[src/rtl/m_axi_ctrl.sv]
// Single-outstanding, single-beat AXI initiator that turns one command into one AXI read or write.
// Optional watchdog is enabled by defining M_AXI_CTRL_TIMEOUT_EN.
module m_axi_ctrl #(
  parameter int unsigned TIMEOUT_CYCLES = 256
) (
  input  logic        clk,
  input  logic        areset,

  input  logic        cmd_valid_i,
  output logic        cmd_ready_o,
  input  logic        cmd_write_i,
  input  logic [3:0]  cmd_id_i,
  input  logic [31:0] cmd_addr_i,
  input  logic [31:0] cmd_wdata_i,
  input  logic [3:0]  cmd_wstrb_i,

  output logic        rsp_valid_o,
  output logic        rsp_write_o,
  output logic [3:0]  rsp_id_o,
  output logic [31:0] rsp_rdata_o,
  output logic [1:0]  rsp_resp_o,
  output logic        rsp_timeout_o,

  output logic [3:0]  awid_o,
  output logic [31:0] awaddr_o,
  output logic        awvalid_o,
  input  logic        awready_i,

  output logic [3:0]  wid_o,
  output logic [31:0] wdata_o,
  output logic [3:0]  wstrb_o,
  output logic        wlast_o,
  output logic        wvalid_o,
  input  logic        wready_i,

  input  logic [3:0]  bid_i,
  input  logic [1:0]  bresp_i,
  input  logic        bvalid_i,
  output logic        bready_o,

  output logic [3:0]  arid_o,
  output logic [31:0] araddr_o,
  output logic        arvalid_o,
  input  logic        arready_i,

  input  logic [3:0]  rid_i,
  input  logic [31:0] rdata_i,
  input  logic [1:0]  rresp_i,
  input  logic        rlast_i,
  input  logic        rvalid_i,
  output logic        rready_o
);

  localparam logic [2:0] S_IDLE    = 3'd0;
  localparam logic [2:0] S_WR_REQ  = 3'd1;
  localparam logic [2:0] S_WR_RESP = 3'd2;
  localparam logic [2:0] S_RD_REQ  = 3'd3;
  localparam logic [2:0] S_RD_RESP = 3'd4;

  localparam logic [1:0] RESP_SLVERR = 2'b10;
  localparam logic [1:0] RESP_DECERR = 2'b11;

  logic [2:0]  state_q, state_d;
  logic [3:0]  id_q, id_d;
  logic [31:0] addr_q, addr_d;
  logic [31:0] wdata_q, wdata_d;
  logic [3:0]  wstrb_q, wstrb_d;
  logic        write_q, write_d;
  logic        aw_done_q, aw_done_d;
  logic        w_done_q, w_done_d;
  logic        awvalid_q, awvalid_d;
  logic        wvalid_q, wvalid_d;
  logic        arvalid_q, arvalid_d;
  logic        cmd_ready_q, cmd_ready_d;
  logic        bready_q, bready_d;
  logic        rready_q, rready_d;
  logic        rsp_valid_q, rsp_valid_d;
  logic        rsp_write_q, rsp_write_d;
  logic [3:0]  rsp_id_q, rsp_id_d;
  logic [31:0] rsp_rdata_q, rsp_rdata_d;
  logic [1:0]  rsp_resp_q, rsp_resp_d;

  logic aw_hs_s, w_hs_s, ar_hs_s, b_hs_s, r_hs_s;
  logic aw_all_s, w_all_s;

`ifdef M_AXI_CTRL_TIMEOUT_EN
  localparam logic [15:0] TO_LAST = 16'(TIMEOUT_CYCLES - 1);
  logic [15:0] cnt_q, cnt_d;
  logic        rsp_timeout_q, rsp_timeout_d;
  logic        timeout_s;
`endif

  assign aw_hs_s  = awvalid_q & awready_i;
  assign w_hs_s   = wvalid_q & wready_i;
  assign ar_hs_s  = arvalid_q & arready_i;
  assign b_hs_s   = bready_q & bvalid_i;
  assign r_hs_s   = rready_q & rvalid_i;
  assign aw_all_s = aw_done_q | aw_hs_s;
  assign w_all_s  = w_done_q | w_hs_s;

`ifdef M_AXI_CTRL_TIMEOUT_EN
  assign timeout_s = (state_q != S_IDLE) && (cnt_q == TO_LAST);
`endif

  // Next-state, channel valids and response capture
  always_comb begin
    state_d     = state_q;
    id_d        = id_q;
    addr_d      = addr_q;
    wdata_d     = wdata_q;
    wstrb_d     = wstrb_q;
    write_d     = write_q;
    aw_done_d   = aw_done_q;
    w_done_d    = w_done_q;
    awvalid_d   = awvalid_q;
    wvalid_d    = wvalid_q;
    arvalid_d   = arvalid_q;
    rsp_valid_d = 1'b0;
    rsp_write_d = rsp_write_q;
    rsp_id_d    = rsp_id_q;
    rsp_rdata_d = rsp_rdata_q;
    rsp_resp_d  = rsp_resp_q;
`ifdef M_AXI_CTRL_TIMEOUT_EN
    rsp_timeout_d = rsp_timeout_q;
`endif

    case (state_q)
      S_IDLE: begin
        if (cmd_valid_i && cmd_ready_q) begin
          id_d      = cmd_id_i;
          addr_d    = cmd_addr_i;
          wdata_d   = cmd_wdata_i;
          wstrb_d   = cmd_wstrb_i;
          write_d   = cmd_write_i;
          aw_done_d = 1'b0;
          w_done_d  = 1'b0;
          if (cmd_write_i) begin
            state_d   = S_WR_REQ;
            awvalid_d = 1'b1;
            wvalid_d  = 1'b1;
          end else begin
            state_d   = S_RD_REQ;
            arvalid_d = 1'b1;
          end
        end else begin
          state_d = S_IDLE;
        end
      end
      S_WR_REQ: begin
        // AW and W complete independently; each valid drops after its own handshake
        if (aw_hs_s) begin
          awvalid_d = 1'b0;
          aw_done_d = 1'b1;
        end else begin
          awvalid_d = awvalid_q;
        end
        if (w_hs_s) begin
          wvalid_d = 1'b0;
          w_done_d = 1'b1;
        end else begin
          wvalid_d = wvalid_q;
        end
        if (aw_all_s && w_all_s) begin
          state_d = S_WR_RESP;
        end else begin
          state_d = S_WR_REQ;
        end
      end
      S_WR_RESP: begin
        if (b_hs_s) begin
          state_d     = S_IDLE;
          rsp_valid_d = 1'b1;
          rsp_write_d = write_q;
          rsp_id_d    = id_q;
          rsp_resp_d  = (bid_i == id_q) ? bresp_i : RESP_SLVERR;
`ifdef M_AXI_CTRL_TIMEOUT_EN
          rsp_timeout_d = 1'b0;
`endif
        end else begin
          state_d = S_WR_RESP;
        end
      end
      S_RD_REQ: begin
        if (ar_hs_s) begin
          arvalid_d = 1'b0;
          state_d   = S_RD_RESP;
        end else begin
          state_d = S_RD_REQ;
        end
      end
      S_RD_RESP: begin
        if (r_hs_s) begin
          state_d     = S_IDLE;
          rsp_valid_d = 1'b1;
          rsp_write_d = write_q;
          rsp_id_d    = id_q;
          rsp_rdata_d = rdata_i;
          rsp_resp_d  = ((rid_i == id_q) && rlast_i) ? rresp_i : RESP_SLVERR;
`ifdef M_AXI_CTRL_TIMEOUT_EN
          rsp_timeout_d = 1'b0;
`endif
        end else begin
          state_d = S_RD_RESP;
        end
      end
      default: begin
        state_d   = S_IDLE;
        awvalid_d = 1'b0;
        wvalid_d  = 1'b0;
        arvalid_d = 1'b0;
      end
    endcase

`ifdef M_AXI_CTRL_TIMEOUT_EN
    // Watchdog expiry overrides whatever the channel logic decided this cycle
    if (timeout_s) begin
      state_d       = S_IDLE;
      awvalid_d     = 1'b0;
      wvalid_d      = 1'b0;
      arvalid_d     = 1'b0;
      rsp_valid_d   = 1'b1;
      rsp_write_d   = write_q;
      rsp_id_d      = id_q;
      rsp_resp_d    = RESP_DECERR;
      rsp_timeout_d = 1'b1;
    end else begin
      rsp_timeout_d = rsp_timeout_d;
    end
`endif

    cmd_ready_d = (state_d == S_IDLE);
    bready_d    = (state_d == S_WR_RESP);
    rready_d    = (state_d == S_RD_RESP);
  end

`ifdef M_AXI_CTRL_TIMEOUT_EN
  // Watchdog counter: cleared on every state change, counts while busy
  always_comb begin
    if (state_d != state_q) begin
      cnt_d = 16'd0;
    end else if (state_q != S_IDLE) begin
      cnt_d = cnt_q + 16'd1;
    end else begin
      cnt_d = 16'd0;
    end
  end

  // Watchdog state registers
  always_ff @(posedge clk or negedge areset) begin
    if (!areset) begin
      cnt_q         <= 16'd0;
      rsp_timeout_q <= 1'b0;
    end else begin
      cnt_q         <= cnt_d;
      rsp_timeout_q <= rsp_timeout_d;
    end
  end

  assign rsp_timeout_o = rsp_timeout_q;
`else
  assign rsp_timeout_o = 1'b0;
`endif

  // Main state, command payload and output registers
  always_ff @(posedge clk or negedge areset) begin
    if (!areset) begin
      state_q     <= S_IDLE;
      id_q        <= 4'd0;
      addr_q      <= 32'd0;
      wdata_q     <= 32'd0;
      wstrb_q     <= 4'd0;
      write_q     <= 1'b0;
      aw_done_q   <= 1'b0;
      w_done_q    <= 1'b0;
      awvalid_q   <= 1'b0;
      wvalid_q    <= 1'b0;
      arvalid_q   <= 1'b0;
      cmd_ready_q <= 1'b1;
      bready_q    <= 1'b0;
      rready_q    <= 1'b0;
      rsp_valid_q <= 1'b0;
      rsp_write_q <= 1'b0;
      rsp_id_q    <= 4'd0;
      rsp_rdata_q <= 32'd0;
      rsp_resp_q  <= 2'd0;
    end else begin
      state_q     <= state_d;
      id_q        <= id_d;
      addr_q      <= addr_d;
      wdata_q     <= wdata_d;
      wstrb_q     <= wstrb_d;
      write_q     <= write_d;
      aw_done_q   <= aw_done_d;
      w_done_q    <= w_done_d;
      awvalid_q   <= awvalid_d;
      wvalid_q    <= wvalid_d;
      arvalid_q   <= arvalid_d;
      cmd_ready_q <= cmd_ready_d;
      bready_q    <= bready_d;
      rready_q    <= rready_d;
      rsp_valid_q <= rsp_valid_d;
      rsp_write_q <= rsp_write_d;
      rsp_id_q    <= rsp_id_d;
      rsp_rdata_q <= rsp_rdata_d;
      rsp_resp_q  <= rsp_resp_d;
    end
  end

  assign cmd_ready_o = cmd_ready_q;
  assign awid_o      = id_q;
  assign awaddr_o    = addr_q;
  assign awvalid_o   = awvalid_q;
  assign wid_o       = id_q;
  assign wdata_o     = wdata_q;
  assign wstrb_o     = wstrb_q;
  assign wlast_o     = wvalid_q;
  assign wvalid_o    = wvalid_q;
  assign bready_o    = bready_q;
  assign arid_o      = id_q;
  assign araddr_o    = addr_q;
  assign arvalid_o   = arvalid_q;
  assign rready_o    = rready_q;
  assign rsp_valid_o = rsp_valid_q;
  assign rsp_write_o = rsp_write_q;
  assign rsp_id_o    = rsp_id_q;
  assign rsp_rdata_o = rsp_rdata_q;
  assign rsp_resp_o  = rsp_resp_q;

endmodule

[config.mk]
export PLATFORM = sky130hd
export DESIGN_NAME = m_axi_ctrl
export DESIGN_NICKNAME = d
export VERILOG_FILES = /design/src/rtl/m_axi_ctrl.sv
export SDC_FILE = /design/constraint.sdc
export NUM_CORES = 1
export LEC_CHECK = 0
export ABC_CLOCK_PERIOD_IN_PS = 4680
export CAP_MARGIN = 20
export CORE_MARGIN = 2
export CORE_UTILIZATION = 42
export CTS_CLUSTER_DIAMETER = 200
export DETAILED_ROUTE_END_ITERATION = 7
export GPL_TIMING_DRIVEN = 0
export PLACE_DENSITY = 0.93
export SYNTH_ARGS = -nofsm -noshare
export SYNTH_HDL_FRONTEND = slang
export SYNTH_SLANG_ARGS = --single-unit
[constraint.sdc]
create_clock -name clk -period 4.68 [get_ports clk]
set_input_delay 1.404 -clock clk [delete_from_list [all_inputs] [get_ports clk]]
set_output_delay 1.404 -clock clk [all_outputs]
set_load 0.01 [all_outputs]
* Word level (Yosys, flattened, before mapping) *
Cells that the tools add are included.

word-level totals
  flip-flop bits (word level) = 124
  input bits = 126
  output and inout bits = 160
  logic and storage cells = 97

cells by class
  equality and inequality tests = 16
  mux-type cells = 36
  bitwise operators = 9
  reduce and logical (&&, ||, !) cells = 17

operator list
  kind                                            count
  != test 2 bit (second input constant)           8
  case mux 3 bit (5 select lines)                 1
  2-to-1 mux 1 bit                                14
  2-to-1 mux 2 bit                                7
  AND reduction 4 bit                             3
  == test 3 x 2 -> 1 bit (second input constant)  3
  2-to-1 mux 3 bit                                3
  case mux 1 bit (3 select lines)                 3
  AND reduction 3 bit                             3
  == test 4 bit                                   2
  2-to-1 mux 4 bit                                2
  case mux 1 bit (2 select lines)                 4
  case mux 4 bit (2 select lines)                 1
  == test 3 bit (second input constant)           2
  zero test 3 bit                                 2
  OR reduction 3 bit                              2
  AND 1 bit                                       5
  case mux 2 bit (2 select lines)                 1
  AND reduction 2 bit                             2
  nonzero test 2 bit                              2
  == test 3 x 1 -> 1 bit (second input constant)  1
  logical AND 1 bit                               3
  NOT 1 bit                                       2
  OR 1 bit                                        2

* Logic depth before layout (Yosys ltp) *
  word-level depth = 6
  mapped depth = 8
  gate-level depth less buffers = 4

* Worst setup path before layout *
Ideal clock, no wire load.

  path type = input-to-reg
  start point = in rvalid_i
  end point = reg rsp_rdata_q[10], in the netlist rsp_rdata_o[10]
  library setup time = 125 ps
  arrival = 2427 ps
  data required time = 4555 ps
  setup slack = 2128 ps
  stages = 5
  buffers on the path = 2
  cells stage by stage = and2_1 > and3_2 > clkbuf_1 > buf_2 > mux2_2

between the ends
  word-level cells in the longest chain between the ends = 2

RTL lines
  what                           line  RTL
  start: declaration             50    input logic rvalid_i,
  AND 1 bit                      97    assign r_hs_s = rready_q & rvalid_i;
  AND reduction 2 bit (no line)  -
  end signal: assignment         304   rsp_rdata_q <= rsp_rdata_d;
  end: declaration               80    logic [31:0] rsp_rdata_q, rsp_rdata_d;

No other way between the ends.
A chain may end at the register's enable or synchronous reset.

* Final worst setup path *
  start point = reg id_q[0], in the netlist arid_o[0]
  end point = out awid_o[0]

RTL lines
  what                      line  RTL
  start: declaration        64    logic [3:0] id_q, id_d;
  start signal: assignment  288   id_q <= id_d;
  end: declaration          24    output logic [3:0] awid_o,

No word-level cell between the ends.

==> impl_summary.md <==
Outcome
The run finished with clean final reports.

Placed design
The placed standard-cell area is 8312 um^2. The weighted congestion at the end of routability-driven global placement is 0.8147. The number of port buffers is 284.

Detailed placement finished with a half-perimeter wire length of 11.20 mm.

Global routing
The initial antenna violation count is 0. The remaining global-route overflow is 0. Global routing used 23.01% of the available tracks across all layers. Entering global routing, the biggest net connects 71 pins.

The first global-routing pass estimated 23.45 mm of wire. The number of global-route vias before repair was 4670.

STA
The clock arrives with 0.007978 ns of skew. The number of failing hold endpoints at the final stage is 0. The smallest clock period supported by the final layout is computed as 3.028 ns. Derived from the worst setup path, the maximum achievable clock frequency is 330.3 MHz.

Setup violations remaining at the end of the flow were counted as 0. Setup repair after global routing left no endpoint under its margin. The share of the clock period used by the worst path after layout is 64.69%.

The aggregate negative setup slack is 0 ns. The final-report max-slew violation count is 0. The worst slack on hold paths is 0.4736 ns. At the pin with the least slew margin, the transition time is 0.5288 ns. The relative max-transition margin is 64.75%.

Final layout
The final design instance area without fill is 8942 um^2. The number of nets in the layout is 938. Compared with the post-synthesis result, the final layout area differs by 70.98%. Of the cells placed in the final design, the portion with a size suffix greater than 1 is 16.75%. In the final layout, flip-flops and latches occupy 3104 um^2. The area occupied by multi-input gates is 1657 um^2. The antenna cell count is 0. The filler cells instantiated in the layout total 808.

Logic synthesis
In the post-synthesis netlist, the cell with the most instances is sky130_fd_sc_hd__nand2_1. Yosys printed 0 warnings. The register area share after synthesis is 59.35%. In this run, synthesis produced a sequential element count of 124.

By count the netlist is led by 224 x sky130_fd_sc_hd__nand2_1, 123 x sky130_fd_sc_hd__dfrtp_1, 43 x sky130_fd_sc_hd__buf_4. The net count of the mapped netlist is 634. The top cell type's share of synthesized area is 58.85%.

The synthesized netlist occupies a cell area of 5230 um^2. The share of async-settable or async-resettable flops after synthesis is 100.0%. The predominant post-synthesis flop cell is sky130_fd_sc_hd__dfrtp_1.

Of all cell types, the one taking the most synthesized area is sky130_fd_sc_hd__dfrtp_1. By area the synthesized netlist is led by sky130_fd_sc_hd__dfrtp_1 59%, sky130_fd_sc_hd__nand2_1 16%, sky130_fd_sc_hd__mux2_2 7.8%, sky130_fd_sc_hd__buf_4 6.2%, sky130_fd_sc_hd__buf_2 1.1%. Counting every instance in the synthesized netlist gives 508. The post-synthesis area per instance is 10.30 um^2.

The number of distinct library cell variants in the gate-level netlist after synthesis is 40. The number of flops mapped to enable cells by yosys is 0.

Setup path
The worst register-to-register path has a setup slack of 2.85 ns. The family with the most delay on the worst path is buffers and inverters. Walking the worst path, the cells encountered are buf_4, clkdlybuf4s50_1. The depth of the most critical reg-to-reg path is 6. For the worst setup path, the data required time is 3.28 ns. STA classifies the critical path startpoint as a register. The biggest cell delay along the critical path is 0.53 ns. At the worst endpoint, the arrival time is 1.62 ns. Counting both buffers and inverters, the worst setup path holds a total of 2. The worst-path maximum fanout is 7. The worst setup path is of the reg -> out kind. Counting buffers and inverters, the worst setup path is 2 cells deep.

Among all stages on the critical path, the largest delay is contributed by sky130_fd_sc_hd__dfrtp_1. The capturing element type of the critical path is a primary output.

Clocking
The clock sink count is 124. The clock slew at the register clock pins of the worst setup and hold paths is 0.05 ns. TritonCTS built the clock tree. The maximum level of the CTS H-tree is 4.

The number of instances resized during post-cts repair is 0. The total CTS buffers is 17. At the later pin of the worst-skew pair, clock insertion delay measures 0.41 ns.

Counting along the longest clock path gives a buffer depth of 2. The number of hold buffers added after CTS was 0. The root buffer cell chosen for the clock tree is sky130_fd_sc_hd__clkbuf_16.

The total setup buffers inserted after CTS is 0.

Route
The post-route DRC violation count is 0. The per-cell via count in the routed design is 4.584. The number of vias in the routed layout is 4547.

The final wirelength is 14.98 mm. Dividing the detail-routed wire length by the instance count gives 15.10 um. The pre-antenna-repair detailed-routing pass consisted of 6 iterations. The residual antenna-violating net count after detailed routing is 0. The detailed router finished its first iteration with 227 violations.

Floorplan
During I/O placement, the number of pins put on the boundary was 286. The core region is 12060 um^2. The floorplan die height is 115.6 um. The die width is 115.6 um.

The initial standard-cell utilization of the core is 43.36%. The die covers 13360 um^2. Row generation in the floorplan step produced 40 rows.

Hold path
The class of the most critical hold timing path is reg -> reg. Counting instances, the worst hold path has a depth of 2.

Power and ir drop
Summed over all cells, the static leakage comes to 4.219 nW. The areal power density over the cells is 614.2 nW/um^2. The power consumption is 5.493 mW. The worst-case vdd ir drop is 0.3841 mV.

Job
Across the run, the number of max-cap violations was 0.
==> worst paths after layout <==
check / end / startpoint
worst min-delay path: wdata_o[18] / wdata_o[18]
worst max-delay path: awid_o[0] / arid_o[0]
min in group asynchronous: araddr_o[19] / areset
worst min register to register: wdata_o[18] / wdata_o[18]
worst max register to register: rsp_rdata_o[30] / state_q[1]
max in group asynchronous: cmd_ready_o / areset
==> registers in the layout (all words and copies together), names as in the netlist, 2 cells and up <==
name,flops
rsp_resp_o,2
state_q,3
rsp_id_o,4
araddr_o,32
rsp_rdata_o,32
wstrb_o,4
arid_o,4
wdata_o,32
==> power by group <==
group,internal [mW],switching (mW)
clock network,0.932,0.449
registers,1.46,0.278
logic,1.40,0.973
==> routing by layer <==
metal  routed length [um]  GRT usage, %  vias up
li1                     -             -     2190
met1                 5620         25.33     2136
met2                 7851         41.01      190
met3                 1124         7.218       31
met4                  382         9.719        0
met5                    0             0        -
==> through the flow <==
stage | setup slack (ns) | util (%) | cells
after CTS | 1.636 | 74.14 | 992
after global placement | -2.615 | 68.67 | 960
after global routing | 1.590 | 74.14 | 992
final | 1.653 | 74.14 | 992
after detailed placement | 1.377 | 68.91 | 961
after floorplan | 2.128 | - | 508
==> placed cells by master (no fill, tap or decap), types with 2 or more instances in the layout <==
master,instances
sky130_fd_sc_hd__clkdlybuf4s50_1,283
sky130_fd_sc_hd__nand2_1,224
sky130_fd_sc_hd__dfrtp_1,123
sky130_fd_sc_hd__buf_4,43
sky130_fd_sc_hd__mux2_2,36
sky130_fd_sc_hd__clkbuf_16,17
sky130_fd_sc_hd__buf_2,12
sky130_fd_sc_hd__clkbuf_1,7
sky130_fd_sc_hd__clkbuf_8,7
sky130_fd_sc_hd__buf_6,6
sky130_fd_sc_hd__o21ai_0,5
sky130_fd_sc_hd__xor2_1,5
sky130_fd_sc_hd__nor2_1,4
sky130_fd_sc_hd__a21oi_1,3
sky130_fd_sc_hd__nand3_1,3
sky130_fd_sc_hd__nand4b_1,3
sky130_fd_sc_hd__xnor2_1,3
sky130_fd_sc_hd__clkinv_2,3
sky130_fd_sc_hd__bufinv_16,3
sky130_fd_sc_hd__nand3b_1,2
sky130_fd_sc_hd__o22ai_1,2
sky130_fd_sc_hd__and3_2,2
sky130_fd_sc_hd__inv_1,2
sky130_fd_sc_hd__a21o_2,2
sky130_fd_sc_hd__a22o_1,2
sky130_fd_sc_hd__a32o_1,2
==> final cells by class <==
type	count	share of cell area [%]
buffer	66	5.163
clock buffer	25	5.877
clock inverter	6	1.175
inverter	2	0.08395
multi-input combinational	316	18.53
sequential	124	34.71
tap	168	2.351
timing repair buffer	285	32.11
==> worst min-delay path: stages, from the launching register on <==
cell and delay [ns]:
sky130_fd_sc_hd__dfrtp_1 0.34, sky130_fd_sc_hd__nand2_1 0.05, sky130_fd_sc_hd__nand2_1 0.05
==> cell families after synthesis <==
family	synth area share, %
XOR/XNOR	1.340
AO/OA/AOI/OAI	2.823
flip-flops	59.35
multiplexers	7.967
AND/OR/NAND/NOR	19.47
other	0.07170
buffers and inverters	8.971
Power figures use the tool's default switching activity.
